===== src/rtl/mem_port_arbiter_if.sv =====
// Bundle between the two requesters, the arbiter and the single-port SRAM.
// The master modport is the arbiter's view; the slave modport is the requester/memory side.
interface mem_port_arbiter_if #(
  parameter int ADDR_WIDTH = 15,
  parameter int DATA_WIDTH = 32
);
  localparam int BE_W = DATA_WIDTH / 8;

  logic                  p0_req;
  logic [ADDR_WIDTH-1:0] p0_addr;
  logic                  p0_we;
  logic [BE_W-1:0]       p0_be;
  logic [DATA_WIDTH-1:0] p0_wdata;
  logic                  p0_gnt;
  logic                  p0_rvalid;
  logic [DATA_WIDTH-1:0] p0_rdata;

  logic                  p1_req;
  logic [ADDR_WIDTH-1:0] p1_addr;
  logic                  p1_we;
  logic [BE_W-1:0]       p1_be;
  logic [DATA_WIDTH-1:0] p1_wdata;
  logic                  p1_gnt;
  logic                  p1_rvalid;
  logic [DATA_WIDTH-1:0] p1_rdata;

  logic                  mem_en;
  logic [ADDR_WIDTH-1:0] mem_addr;
  logic                  mem_we;
  logic [BE_W-1:0]       mem_be;
  logic [DATA_WIDTH-1:0] mem_wdata;
  logic [DATA_WIDTH-1:0] mem_rdata;

  modport master (
    input  p0_req, p0_addr, p0_we, p0_be, p0_wdata,
    output p0_gnt, p0_rvalid, p0_rdata,
    input  p1_req, p1_addr, p1_we, p1_be, p1_wdata,
    output p1_gnt, p1_rvalid, p1_rdata,
    output mem_en, mem_addr, mem_we, mem_be, mem_wdata,
    input  mem_rdata
  );

  modport slave (
    output p0_req, p0_addr, p0_we, p0_be, p0_wdata,
    input  p0_gnt, p0_rvalid, p0_rdata,
    output p1_req, p1_addr, p1_we, p1_be, p1_wdata,
    input  p1_gnt, p1_rvalid, p1_rdata,
    input  mem_en, mem_addr, mem_we, mem_be, mem_wdata,
    output mem_rdata
  );
endinterface


===== src/rtl/mem_port_arbiter.sv =====
// Two-port arbiter onto one single-port SRAM: fixed priority to port 0 with a port-1 starvation guard.
// Optional grant/conflict statistics counters are enabled by defining ARB_STATS_EN.
module mem_port_arbiter #(
  parameter int ADDR_WIDTH = 15,
  parameter int DATA_WIDTH = 32,
  parameter int MAX_WAIT   = 4
) (
  input  logic                 clk,
  input  logic                 rst_n,
  mem_port_arbiter_if.master   bus
`ifdef ARB_STATS_EN
  ,
  input  logic                 stat_clr,
  output logic [31:0]          stat_p0_cnt,
  output logic [31:0]          stat_p1_cnt,
  output logic [31:0]          stat_conflict_cnt
`endif
);
  localparam int BE_W  = DATA_WIDTH / 8;
  localparam int CNT_W = $clog2(MAX_WAIT + 1);
  localparam logic [CNT_W-1:0] MAX_CNT = CNT_W'(MAX_WAIT);

  logic             run_q;
  logic [CNT_W-1:0] wait_cnt_q, wait_cnt_d;
  logic             resp_valid_q, resp_port_q, resp_we_q;
  logic             force1, gnt0, gnt1;

  always_comb begin
    force1 = bus.p1_req && (wait_cnt_q == MAX_CNT);
    gnt1   = run_q && (force1 || (bus.p1_req && !bus.p0_req));
    gnt0   = run_q && !gnt1 && bus.p0_req;
  end

  assign bus.p0_gnt = gnt0;
  assign bus.p1_gnt = gnt1;
  assign bus.mem_en = gnt0 | gnt1;

  always_comb begin
    bus.mem_addr  = '0;
    bus.mem_we    = 1'b0;
    bus.mem_be    = '0;
    bus.mem_wdata = '0;
    if (gnt1) begin
      bus.mem_addr  = bus.p1_addr;
      bus.mem_we    = bus.p1_we;
      bus.mem_be    = bus.p1_be;
      bus.mem_wdata = bus.p1_wdata;
    end else if (gnt0) begin
      bus.mem_addr  = bus.p0_addr;
      bus.mem_we    = bus.p0_we;
      bus.mem_be    = bus.p0_be;
      bus.mem_wdata = bus.p0_wdata;
    end
  end

  // Never exceeds MAX_CNT: at MAX_CNT a waiting port 1 is force-granted, which clears it.
  always_comb begin
    wait_cnt_d = wait_cnt_q;
    if (gnt1 || !bus.p1_req)
      wait_cnt_d = '0;
    else if (wait_cnt_q != MAX_CNT)
      wait_cnt_d = wait_cnt_q + 1'b1;
  end

  always_ff @(posedge clk or negedge rst_n) begin
    if (!rst_n) begin
      run_q        <= 1'b0;
      wait_cnt_q   <= '0;
      resp_valid_q <= 1'b0;
      resp_port_q  <= 1'b0;
      resp_we_q    <= 1'b0;
    end else begin
      run_q        <= 1'b1;
      wait_cnt_q   <= wait_cnt_d;
      resp_valid_q <= bus.mem_en;
      resp_port_q  <= gnt1;
      resp_we_q    <= bus.mem_we;
    end
  end

  // Memory read data is steered to the port that owned the previous cycle's access.
  assign bus.p0_rvalid = resp_valid_q && !resp_port_q;
  assign bus.p1_rvalid = resp_valid_q &&  resp_port_q;
  assign bus.p0_rdata  = (bus.p0_rvalid && !resp_we_q) ? bus.mem_rdata : '0;
  assign bus.p1_rdata  = (bus.p1_rvalid && !resp_we_q) ? bus.mem_rdata : '0;

`ifdef ARB_STATS_EN
  function automatic logic [31:0] sat_inc(input logic [31:0] v);
    return (v == 32'hFFFF_FFFF) ? v : v + 32'd1;
  endfunction

  logic [31:0] p0_cnt_q, p1_cnt_q, conf_cnt_q;
  logic [31:0] p0_cnt_d, p1_cnt_d, conf_cnt_d;

  always_comb begin
    p0_cnt_d   = gnt0 ? sat_inc(p0_cnt_q) : p0_cnt_q;
    p1_cnt_d   = gnt1 ? sat_inc(p1_cnt_q) : p1_cnt_q;
    conf_cnt_d = (bus.p0_req && bus.p1_req && run_q) ? sat_inc(conf_cnt_q) : conf_cnt_q;
    if (stat_clr) begin
      p0_cnt_d   = '0;
      p1_cnt_d   = '0;
      conf_cnt_d = '0;
    end
  end

  always_ff @(posedge clk or negedge rst_n) begin
    if (!rst_n) begin
      p0_cnt_q   <= '0;
      p1_cnt_q   <= '0;
      conf_cnt_q <= '0;
    end else begin
      p0_cnt_q   <= p0_cnt_d;
      p1_cnt_q   <= p1_cnt_d;
      conf_cnt_q <= conf_cnt_d;
    end
  end

  assign stat_p0_cnt       = p0_cnt_q;
  assign stat_p1_cnt       = p1_cnt_q;
  assign stat_conflict_cnt = conf_cnt_q;
`endif

endmodule

===== src/flat_wrapper.sv =====
// flat-port wrapper written by rule: the top's interface ports become plain ports
module mem_port_arbiter_flat 
#(
  parameter int ADDR_WIDTH = 15,
  parameter int DATA_WIDTH = 32,
  parameter int MAX_WAIT   = 4
)
  (clk, rst_n, bus_p0_req, bus_p0_addr, bus_p0_we, bus_p0_be, bus_p0_wdata, bus_p0_gnt, bus_p0_rvalid, bus_p0_rdata, bus_p1_req, bus_p1_addr, bus_p1_we, bus_p1_be, bus_p1_wdata, bus_p1_gnt, bus_p1_rvalid, bus_p1_rdata, bus_mem_en, bus_mem_addr, bus_mem_we, bus_mem_be, bus_mem_wdata, bus_mem_rdata);
  mem_port_arbiter_if #(.ADDR_WIDTH(ADDR_WIDTH), .DATA_WIDTH(DATA_WIDTH)) bus_i ();
  input  logic clk;
  input  logic rst_n;
  input wire logic [$bits(bus_i.p0_req)-1:0] bus_p0_req;
  input wire logic [$bits(bus_i.p0_addr)-1:0] bus_p0_addr;
  input wire logic [$bits(bus_i.p0_we)-1:0] bus_p0_we;
  input wire logic [$bits(bus_i.p0_be)-1:0] bus_p0_be;
  input wire logic [$bits(bus_i.p0_wdata)-1:0] bus_p0_wdata;
  output wire logic [$bits(bus_i.p0_gnt)-1:0] bus_p0_gnt;
  output wire logic [$bits(bus_i.p0_rvalid)-1:0] bus_p0_rvalid;
  output wire logic [$bits(bus_i.p0_rdata)-1:0] bus_p0_rdata;
  input wire logic [$bits(bus_i.p1_req)-1:0] bus_p1_req;
  input wire logic [$bits(bus_i.p1_addr)-1:0] bus_p1_addr;
  input wire logic [$bits(bus_i.p1_we)-1:0] bus_p1_we;
  input wire logic [$bits(bus_i.p1_be)-1:0] bus_p1_be;
  input wire logic [$bits(bus_i.p1_wdata)-1:0] bus_p1_wdata;
  output wire logic [$bits(bus_i.p1_gnt)-1:0] bus_p1_gnt;
  output wire logic [$bits(bus_i.p1_rvalid)-1:0] bus_p1_rvalid;
  output wire logic [$bits(bus_i.p1_rdata)-1:0] bus_p1_rdata;
  output wire logic [$bits(bus_i.mem_en)-1:0] bus_mem_en;
  output wire logic [$bits(bus_i.mem_addr)-1:0] bus_mem_addr;
  output wire logic [$bits(bus_i.mem_we)-1:0] bus_mem_we;
  output wire logic [$bits(bus_i.mem_be)-1:0] bus_mem_be;
  output wire logic [$bits(bus_i.mem_wdata)-1:0] bus_mem_wdata;
  input wire logic [$bits(bus_i.mem_rdata)-1:0] bus_mem_rdata;
  assign bus_i.p0_req = bus_p0_req;
  assign bus_i.p0_addr = bus_p0_addr;
  assign bus_i.p0_we = bus_p0_we;
  assign bus_i.p0_be = bus_p0_be;
  assign bus_i.p0_wdata = bus_p0_wdata;
  assign bus_p0_gnt = bus_i.p0_gnt;
  assign bus_p0_rvalid = bus_i.p0_rvalid;
  assign bus_p0_rdata = bus_i.p0_rdata;
  assign bus_i.p1_req = bus_p1_req;
  assign bus_i.p1_addr = bus_p1_addr;
  assign bus_i.p1_we = bus_p1_we;
  assign bus_i.p1_be = bus_p1_be;
  assign bus_i.p1_wdata = bus_p1_wdata;
  assign bus_p1_gnt = bus_i.p1_gnt;
  assign bus_p1_rvalid = bus_i.p1_rvalid;
  assign bus_p1_rdata = bus_i.p1_rdata;
  assign bus_mem_en = bus_i.mem_en;
  assign bus_mem_addr = bus_i.mem_addr;
  assign bus_mem_we = bus_i.mem_we;
  assign bus_mem_be = bus_i.mem_be;
  assign bus_mem_wdata = bus_i.mem_wdata;
  assign bus_i.mem_rdata = bus_mem_rdata;
  mem_port_arbiter #(.ADDR_WIDTH(ADDR_WIDTH), .DATA_WIDTH(DATA_WIDTH), .MAX_WAIT(MAX_WAIT)) u_core (.clk(clk), .rst_n(rst_n), .bus(bus_i));
endmodule

===== config.mk =====
export PLATFORM = sky130hd
export DESIGN_NAME = mem_port_arbiter_flat
export DESIGN_NICKNAME = d
export VERILOG_FILES = /design/src/rtl/mem_port_arbiter_if.sv /design/src/rtl/mem_port_arbiter.sv /design/src/flat_wrapper.sv
export SDC_FILE = /design/constraint.sdc
export NUM_CORES = 1
export LEC_CHECK = 0
export ABC_CLOCK_PERIOD_IN_PS = 4000
export BUFFER_PORTS_ARGS = -buffer_cell sky130_fd_sc_hd__clkbuf_2
export CAP_MARGIN = 10
export CORE_AREA = 4 4 98 100
export DETAILED_ROUTE_END_ITERATION = 8
export DIE_AREA = 0 0 102 104
export HOLD_SLACK_MARGIN = 0.08
export SLEW_MARGIN = 20
export SYNTH_ARGS = -nofsm -noshare
export SYNTH_HDL_FRONTEND = slang
export SYNTH_SLANG_ARGS = --single-unit
export TNS_END_PERCENT = 30

===== constraint.sdc =====
create_clock -name clk -period 4 [get_ports clk]
set_input_delay 0 -clock clk [delete_from_list [all_inputs] [get_ports clk]]
set_output_delay 0 -clock clk [all_outputs]
set_load 0.02 [all_outputs]

## Word level (Yosys, flattened, before mapping)

Index checks and enable logic that the tools add are counted.

- Bits in registers: 7
- Bits of input ports: 140
- Output and inout port bits: 121
- Logic and storage cells: 38

- Add/sub/neg operators: 1
- Equality and inequality tests: 2
- Muxes and demuxes: 12
- Bitwise logic cells: 1
- Reductions and logical operators: 17

Operators by type and width:

| operator | number |
|---|---|
| 2-to-1 mux 32 bit | 4 |
| 2-to-1 mux 15 bit | 2 |
| logical AND 1 bit | 9 |
| 2-to-1 mux 4 bit | 2 |
| 2-to-1 mux 3 bit | 2 |
| logical NOT 1 bit | 5 |
| adder 3 x 1 -> 3 bit (second input constant) | 1 |
| == test 3 bit (second input constant) | 1 |
| inequality test 3 bit (second input constant) | 1 |
| logical OR 1 bit | 2 |
| 2-to-1 mux 1 bit | 2 |
| nonzero test 2 bit | 1 |
| OR 1 bit | 1 |

## Logic depth before layout (Yosys ltp)

Gate-level depths: netlist of run 1.

- Word-level depth: 9
- Gate-level depth with buffers: 6
- Gate-level depth less buffers: 4

## Least setup slack after synthesis of run 1

No wires, ideal clock.

- Path type: register -> register
- Start point: register u_core.wait_cnt_q[0]
- End point: register u_core.resp_valid_q
- Library setup time: 0.172 ns
- Arrival: 1.506 ns
- Slack: 2.321 ns
- Stages on the path, launching flop included: 7
- Buffers on the path: 2
- Period minus slack after synthesis: 1.679 ns
- Path through: dfrtp_1 > inv_1 > ha_1 > and3_1 > buf_6 > buf_12 > o22ai_1

- Cells in the longest elaborated chain, start to end: 8

RTL lines:

| item | line | text |
|---|---|---|
| start, declared | mem_port_arbiter.sv:24 | `logic [CNT_W-1:0] wait_cnt_q, wait_cnt_d;` |
| start signal, assigned | mem_port_arbiter.sv:74 | `wait_cnt_q <= wait_cnt_d;` |
| == test 3 bit (*) | mem_port_arbiter.sv:29 | `force1 = bus.p1_req && (wait_cnt_q == MAX_CNT);` |
| logical AND 1 bit (*) | mem_port_arbiter.sv:29 |  |
| logical OR 1 bit (*) | mem_port_arbiter.sv:30 | `gnt1 = run_q && (force1 \|\| (bus.p1_req && !bus.p0_req));` |
| logical AND 1 bit (*) | mem_port_arbiter.sv:30 |  |
| logical NOT 1 bit | mem_port_arbiter.sv:31 | `gnt0 = run_q && !gnt1 && bus.p0_req;` |
| logical AND 1 bit (2 in a row) | mem_port_arbiter.sv:31 |  |
| OR 1 bit (*) | mem_port_arbiter.sv:36 | `assign bus.mem_en = gnt0 \| gnt1;` |
| named net bus_mem_en | flat_wrapper.sv:28 | `output wire logic [$bits(bus_i.mem_en)-1:0] bus_mem_en;` |
| end signal, assigned | mem_port_arbiter.sv:75 | `resp_valid_q <= bus.mem_en;` |
| end, declared | mem_port_arbiter.sv:25 | `logic resp_valid_q, resp_port_q, resp_we_q;` |

The timed path passes the listed nets; every way through them passes the cells marked *.
A chain may end at the register's enable or synchronous reset.

## Final worst setup path of run 1

- Start point: register u_core.wait_cnt_q[0]
- End point: register u_core.resp_we_q

- Cells in the longest elaborated chain, start to end: 9

RTL lines:

| item | line | text |
|---|---|---|
| == test 3 bit (*) | mem_port_arbiter.sv:29 |  |
| logical AND 1 bit (*) | mem_port_arbiter.sv:29 |  |
| logical OR 1 bit (*) | mem_port_arbiter.sv:30 |  |
| logical AND 1 bit (*) | mem_port_arbiter.sv:30 |  |
| logical NOT 1 bit | mem_port_arbiter.sv:31 |  |
| logical AND 1 bit (2 in a row) | mem_port_arbiter.sv:31 |  |
| 2-to-1 mux 1 bit | mem_port_arbiter.sv:48 | `end else if (gnt0) begin` |
| 2-to-1 mux 1 bit (*) | mem_port_arbiter.sv:43 | `if (gnt1) begin` |
| end signal, assigned | mem_port_arbiter.sv:77 | `resp_we_q <= bus.mem_we;` |
| end, declared | mem_port_arbiter.sv:25 |  |

Mark *: on every way between the ends. The rest lies on a longest branch, timed or not.

==> reports/metrics.csv, run 1 <==
metric,value,unit
max-cap violations,0,
num rows,34,
Setup TNS Final,0,ps
Syn. warnings,0,
# H-tree levels,1,
clock sink count,7,
initial antenna violation count,0,
syn_nets,437,
Max Root-Sink Buffers,2,
DR DRC count,0,
Via density,4.978,
WP buf/inv,2,
Setup Viol. Count Final,0,
WP data arrival,2790,ps
"most common cell after layout, fill and taps aside",clkbuf_2,
power per cell area,162.7,mW/mm^2
type of the most critical hold path,input pin to async pin,
kind of critical path,register to register,
post-detail-place hpwl,7592,um
crit-path max FO,54,
num ports,261,
Initial Utilization,0.2213,
TritonCTS Buffers,3,
unrepaired setup endpoints after global routing,no,
status,"finished, final reports clean",
slowest CP cell,and3_2,
startpoint types,register,
utilization after layout,0.3714,
# port buffers,260,
VDD IR max,0.00007004,V
Mean Syn Cell Area,6.510,um^2
Critical Path Max Stage Delay,910,ps
clk root buf,clkbuf_8,
Mapped Area,0.001921,mm^2
sequential fraction of the synthesis area,0.09121,
synthesis-to-finish area growth,67.82,%
Synth Instances,295,
chip width,102,um
most frequent cells in the layout,"260 x clkbuf_2, 104 x nand3_1, 66 x and2_1",
die height,104,um
die area,0.01061,mm^2
Final nets,668,
final critical-path share of the clock period,0.6672,
postcts setup bufs,0,
final hold viol count,0,
DR iter-0 viols,89,
top-area cell type share of the netlist area,0.2710,
largest net degree at the start of global routing,61,
TritonRoute pass-1 iters,4,
GPL Wtd Cong,0.8334,
GRT Total Usage,0.1581,
vias in the first global route,2975,
Slew @ Worst Pin,1032,ps
antenna cells,0,
largest cells by area after synthesis,"nand3_1 27%, and2_1 21%, o22ai_1 14%",
post-layout min period,2669,ps
post-route ant nets,0,
final WL,9434,um
clk slew on worst S/H paths,40,ps
Rel. slew slack,0.3105,
CP endpoint kind,register,
Netlist cell types,29,
CP cell instances,"inv_1, ha_1, and3_2, o22ai_1, dlygate4sd3_1",
GR Overflow Total,0,
Achievable Freq,374.7,MHz
area of the core,0.008678,mm^2
clk_skew,1.633,ps
Worst EP required,4120,ps
Power Total,524.4,uW
R2R Setup Slk,1330,ps
CTS tree,built,
top cell type by total area after synthesis,nand3_1,
Top delay family on crit path,simple AND/OR/NAND/NOR gates,
Routed WL per cell,14.90,um
Vias,3151,
share of cells above drive strength 1,0.5352,
Final Max Tran Viols,0,
Seq cells post-synth,7,
Skew-Pair Late Insertion Delay,240,ps
first-pass GRT wire length,14030,um
Lkg Pwr,0.001762,uW
## cell usage after synthesis
cell type and number:
a211oi_1 1, a21boi_4 1, and2_1 66, and3_1 1, and3b_1 1, buf_1 1, buf_12 1, buf_2 14
buf_4 2, buf_6 1, buf_8 4, clkbuf_1 18, conb_1 1, dfrtp_1 7, ha_1 2, inv_1 2
mux2_2 1, nand2_1 3, nand2b_1 1, nand3_1 104, nand4_1 1, nand4b_1 1, nor2_1 2, nor2b_1 2
nor3b_2 1, o21ai_0 1, o22ai_1 44, o22ai_2 9, o32ai_1 2
## sequential cells by signal, summed over array words and instances (netlist names)
| register | cells |
|---|---|
| u_core.resp_port_q | 1 |
| u_core.resp_valid_q | 1 |
| u_core.resp_we_q | 1 |
| u_core.run_q | 1 |
| u_core.wait_cnt_q | 3 |
## final cells by class
type,count,area (um^2)
Multi-Input combinational cell,245,1498
Clock buffer,4,45.04
Timing Repair Buffer,267,1361
Tap cell,108,135.1
Inverter,2,7.507
Fill cell,938,5455
Sequential cell,7,176.4
## cell families (layout without fill, tap and decap cells)
kind of cell / count (synthesis) / in the layout / synth area share
simple gates: 183 / 183 / 0.5277
compound gates: 58 / 58 / 0.2274
buf+inv: 43 / 273 / 0.1329
flops: 7 / 7 / 0.09121
fa+ha+maj: 2 / 2 / 0.01303
other cells: 1 / 1 / 0.001953
mux: 1 / 1 / 0.005863
## per-stage QoR
stage	setup slack (ps)	instances	instance area (um^2)	hold slack, ps
finish	1331	633	3223	146.6
global route	1142	633	3223	179.9
CTS	1309	633	3217	147.0
detailed placement	1700	626	3142	-147.4
global placement	1811	626	3142	-149.2
floorplan	2321	295	1921	-295.6
## final timing paths
kind | endpoint | cells past startpoint | startpoint
setup / recovery | u_core.resp_we_q$_DFF_PN0_ | 5 | u_core.wait_cnt_q[0]$_DFFE_PN0P_
hold reg to reg | u_core.wait_cnt_q[1]$_DFFE_PN0P_ | 2 | u_core.wait_cnt_q[1]$_DFFE_PN0P_
setup reg to reg | u_core.resp_we_q$_DFF_PN0_ | 5 | u_core.wait_cnt_q[0]$_DFFE_PN0P_
max in group asynchronous | u_core.run_q$_DFF_PN0_ | 2 | rst_n
min in group clk | bus_p0_rdata[12] | 3 | bus_mem_rdata[12]
hold / removal | u_core.wait_cnt_q[2]$_DFFE_PN0P_ | 2 | rst_n
## layer usage
metal | part of all wire | vias up | global-route usage
li1 | - | 1530 | -
met1 | 0.35 | 1420 | 0.1632
met2 | 0.53 | 188 | 0.3129
met3 | 0.10 | 13 | 0.02616
met4 | 0.021 | 0 | 0.04686
met5 | 0 | - | 0
## worst reg2reg max path: cells and delay by family, from the launching register on
| family | cells | cell delay [ps] |
|---|---|---|
| fa+ha+maj | 1 | 290 |
| buf+inv | 2 | 700 |
| flops | 1 | 410 |
| compound gates | 1 | 250 |
| simple gates | 1 | 910 |
## where the power goes
group / switching [uW] / total [uW] / leakage [uW] / internal (uW)
Clock: 35.0 / 104 / 0.0000228 / 69.3
Combinational: 194 / 333 / 0.00165 / 139
Sequential: 12.2 / 87.5 / 0.0000899 / 75.3
Total: 241 / 524 / 0.00176 / 283
## timing repair
item	4_1_cts	5_1_grt
endpoints found under the hold margin	8	0
gates resized for setup	0	0
hold buffers	3	0
Note: power is estimated with default switching activity, not from simulation.
==> run 2, diff against run 1 <==
--- a/config.mk
+++ b/config.mk
@@ -5,12 +5,13 @@
 export SDC_FILE = /design/constraint.sdc
 export NUM_CORES = 1
 export LEC_CHECK = 0
-export ABC_CLOCK_PERIOD_IN_PS = 4000
+export ABC_AREA = 1
+export ABC_CLOCK_PERIOD_IN_PS = 2500
 export BUFFER_PORTS_ARGS = -buffer_cell sky130_fd_sc_hd__clkbuf_2
 export CAP_MARGIN = 10
-export CORE_AREA = 4 4 98 100
+export CORE_AREA = 4 4 99 101
 export DETAILED_ROUTE_END_ITERATION = 8
-export DIE_AREA = 0 0 102 104
+export DIE_AREA = 0 0 103 105
 export HOLD_SLACK_MARGIN = 0.08
 export SLEW_MARGIN = 20
 export SYNTH_ARGS = -nofsm -noshare
==> constraint.sdc (replaced) <==
create_clock -name clk -period 2.5 [get_ports clk]
set_input_delay 0 -clock clk [delete_from_list [all_inputs] [get_ports clk]]
set_output_delay 0 -clock clk [all_outputs]
set_load 0.02 [all_outputs]
==> run 2 against run 1 <==
Net effect: design area is 5.2% lower; count of clock-buffer cells in the layout did not move; clock power grew 52%; critical path depth rose by 1; register-to-register slack worse by 410 ps; largest cell class is now buffers; flip-flop and latch count is the same; die area increased by 2.0%; critical path type is now register to output port.
==> reports/metrics.csv, run 2 <==
metric,value,unit
VDD IR max,0.0001077,V
TritonRoute pass-1 iters,4,
Min Hold Slack,79.73,ps
clock sink count,7,
GPL Wtd Cong,0.7602,
Final Max Tran Viols,0,
Routed WL per cell,12.45,um
die area,0.01082,mm^2
Rel. slew slack,0.3691,
Metal-1 WL,2947,um
number of synthesized flops with an enable pin,0,
Seq cells post-synth,7,
antenna cells,0,
Setup Viol. Count Final,0,
DR iter-0 viols,111,
clk_skew,4.274,ps
Max Root-Sink Buffers,2,
kind of critical path,register to output port,
Initial Utilization,0.1933,
final hold viol count,0,
Slew @ Worst Pin,944.1,ps
Mean Syn Cell Area,5.383,um^2
post-detail-place hpwl,7155,um
Power Total,862.0,uW
Final nets,710,
most frequent cells in the layout,"260 x clkbuf_2, 90 x nand3_1, 71 x nor2_1",
power per cell area,282.1,mW/mm^2
Mapped Area,0.001744,mm^2
first-pass GRT wire length,12610,um
Commonest cells post-synth,"90 x nand3_1, 71 x nor2_1, 60 x nand2_1",
# port buffers,260,
vias in the first global route,2749,
DR DRC count,0,
synthesis-to-finish area growth,75.18,%
num rows,35,
unrepaired setup endpoints after global routing,no,
top-count cell post-synth,nand3_1,
area of the core,0.009021,mm^2
Netlist cell types,17,
crit-path max FO,54,
chip width,103,um
GR Overflow Total,0,
post-synthesis async set-or-reset flop share,1.000,
Worst EP required,2500,ps
Lkg Pwr,0.002137,uW
sequential fraction of the synthesis area,0.1004,
Skew-Pair Late Insertion Delay,230,ps
share of cells above drive strength 1,0.5115,
Setup TNS Final,0,ps
Achievable Freq,525.4,MHz
"most common cell after layout, fill and taps aside",clkbuf_2,
WP data arrival,1900,ps
Vias,2978,
TritonCTS Buffers,3,
num ports,261,
type of the most critical hold path,input pin to register,
syn_nets,466,
Top reg by flops,u_core.wait_cnt_q,
postcts setup bufs,0,
Via density,4.392,
top cell type by total area after synthesis,nand3_1,
Syn. warnings,0,
ys flop type,dfrtp_1,
clk slew on worst S/H paths,40,ps
met2 wire len,4501,um
startpoint types,register,
CTS tree,built,
Largest register FFs,3,
post-route ant nets,0,
CP endpoint kind,output port,
final critical-path share of the clock period,0.7613,
clk root buf,clkbuf_8,
# H-tree levels,1,
dpl cell area,0.002990,mm^2
die height,105,um
initial antenna violation count,0,
final WL,8438,um
met3 WL post-DR,849,um
placed cell count,672,
final std cells w/o fill,678,
Synth Instances,324,
top sig layer,met4,
max-cap violations,0,
largest cells by area after synthesis,"nand3_1 26%, nor2_1 15%, nand2_1 13%",
top-area cell type share of the netlist area,0.2582,
Post-Layout Inst Area,0.003055,mm^2
status,"finished, final reports clean",
post-layout min period,1903,ps
GRT Total Usage,0.1422,
largest net degree at the start of global routing,55,
## run 2: changes by cell type after synthesis, moves of 9 or more
cell,change
nand2_1,+57
nand3_2,+16
and2_1,-66
clkbuf_1,-18
o22ai_1,-44
nor2_1,+69
inv_1,+39
nand3_1,-14
o22ai_2,-9
## run 2: per-layer routing
layer | up-vias | global-route usage
met1 | 1307 | 0.1414
met2 | 165 | 0.2896
li1 | 1498 | -
met3 | 8 | 0.02003
met4 | 0 | 0.04163
met5 | - | 0
## run 2: layout make-up
class                      instances  area (um^2)
multi-input combinational        248         1186
inverter                          42        157.7
clock buffer                       4        45.04
sequential                         7        176.4
timing repair buffer             266         1351
fill                             990         5966
tap                              111        138.9
## run 2: worst max-delay path, stage by stage (launching register included)
cell and delay [ps]:
dfrtp_1 340, inv_1 70, ha_1 220, nand3_1 130
nand2_4 310, o21ai_0 380, clkbuf_2 230
## run 2: cells by family after synthesis
kind of cell / share of synthesized area
AOI/OAI and AO/OA: 0.005739
xor gates and xnor gates: 0.005022
adders and majority gates: 0.01434
buffers and inverters: 0.2195
DFF: 0.1004
other: 0.002150
and+or+nand+nor: 0.6528
## run 2: what timing repair did
item | CTS | global route
hold endpoints to repair | 8 | 0
hold buffers | 2 | 0
resized for setup | 0 | 0
## run 2: final timing paths
path	start	endpoint	slack, ps	cells after the start
worst max-delay path	u_core.wait_cnt_q[0]$_DFFE_PN0P_	bus_mem_en	600	6
worst min-delay path	bus_p0_we	u_core.resp_we_q$_DFF_PN0_	80	3
worst max register to register	u_core.wait_cnt_q[0]$_DFFE_PN0P_	u_core.resp_valid_q$_DFF_PN0_	920	5
worst min register to register	u_core.wait_cnt_q[2]$_DFFE_PN0P_	u_core.wait_cnt_q[2]$_DFFE_PN0P_	640	3
max in group asynchronous	rst_n	u_core.run_q$_DFF_PN0_	2160	2
min in group asynchronous	rst_n	u_core.resp_we_q$_DFF_PN0_	150	2
## run 2: per-stage QoR
| stage | worst slack, ps | utilization |
|---|---|---|
| CTS | 576.5 | 0.3387 |
| detailed placement | 825.0 | 0.3315 |
| global placement | 880.1 | 0.3315 |
| global route | 374.2 | 0.3387 |
| finish | 596.8 | 0.3387 |
| floorplan | 964.8 | - |
## run 2: power by group
part	total, uW	leakage (uW)	switching [uW]	internal (uW)
Combinational	573	0.00202	365	208
Clock	158	0.0000228	47.6	110
Sequential	131	0.0000898	6.70	125
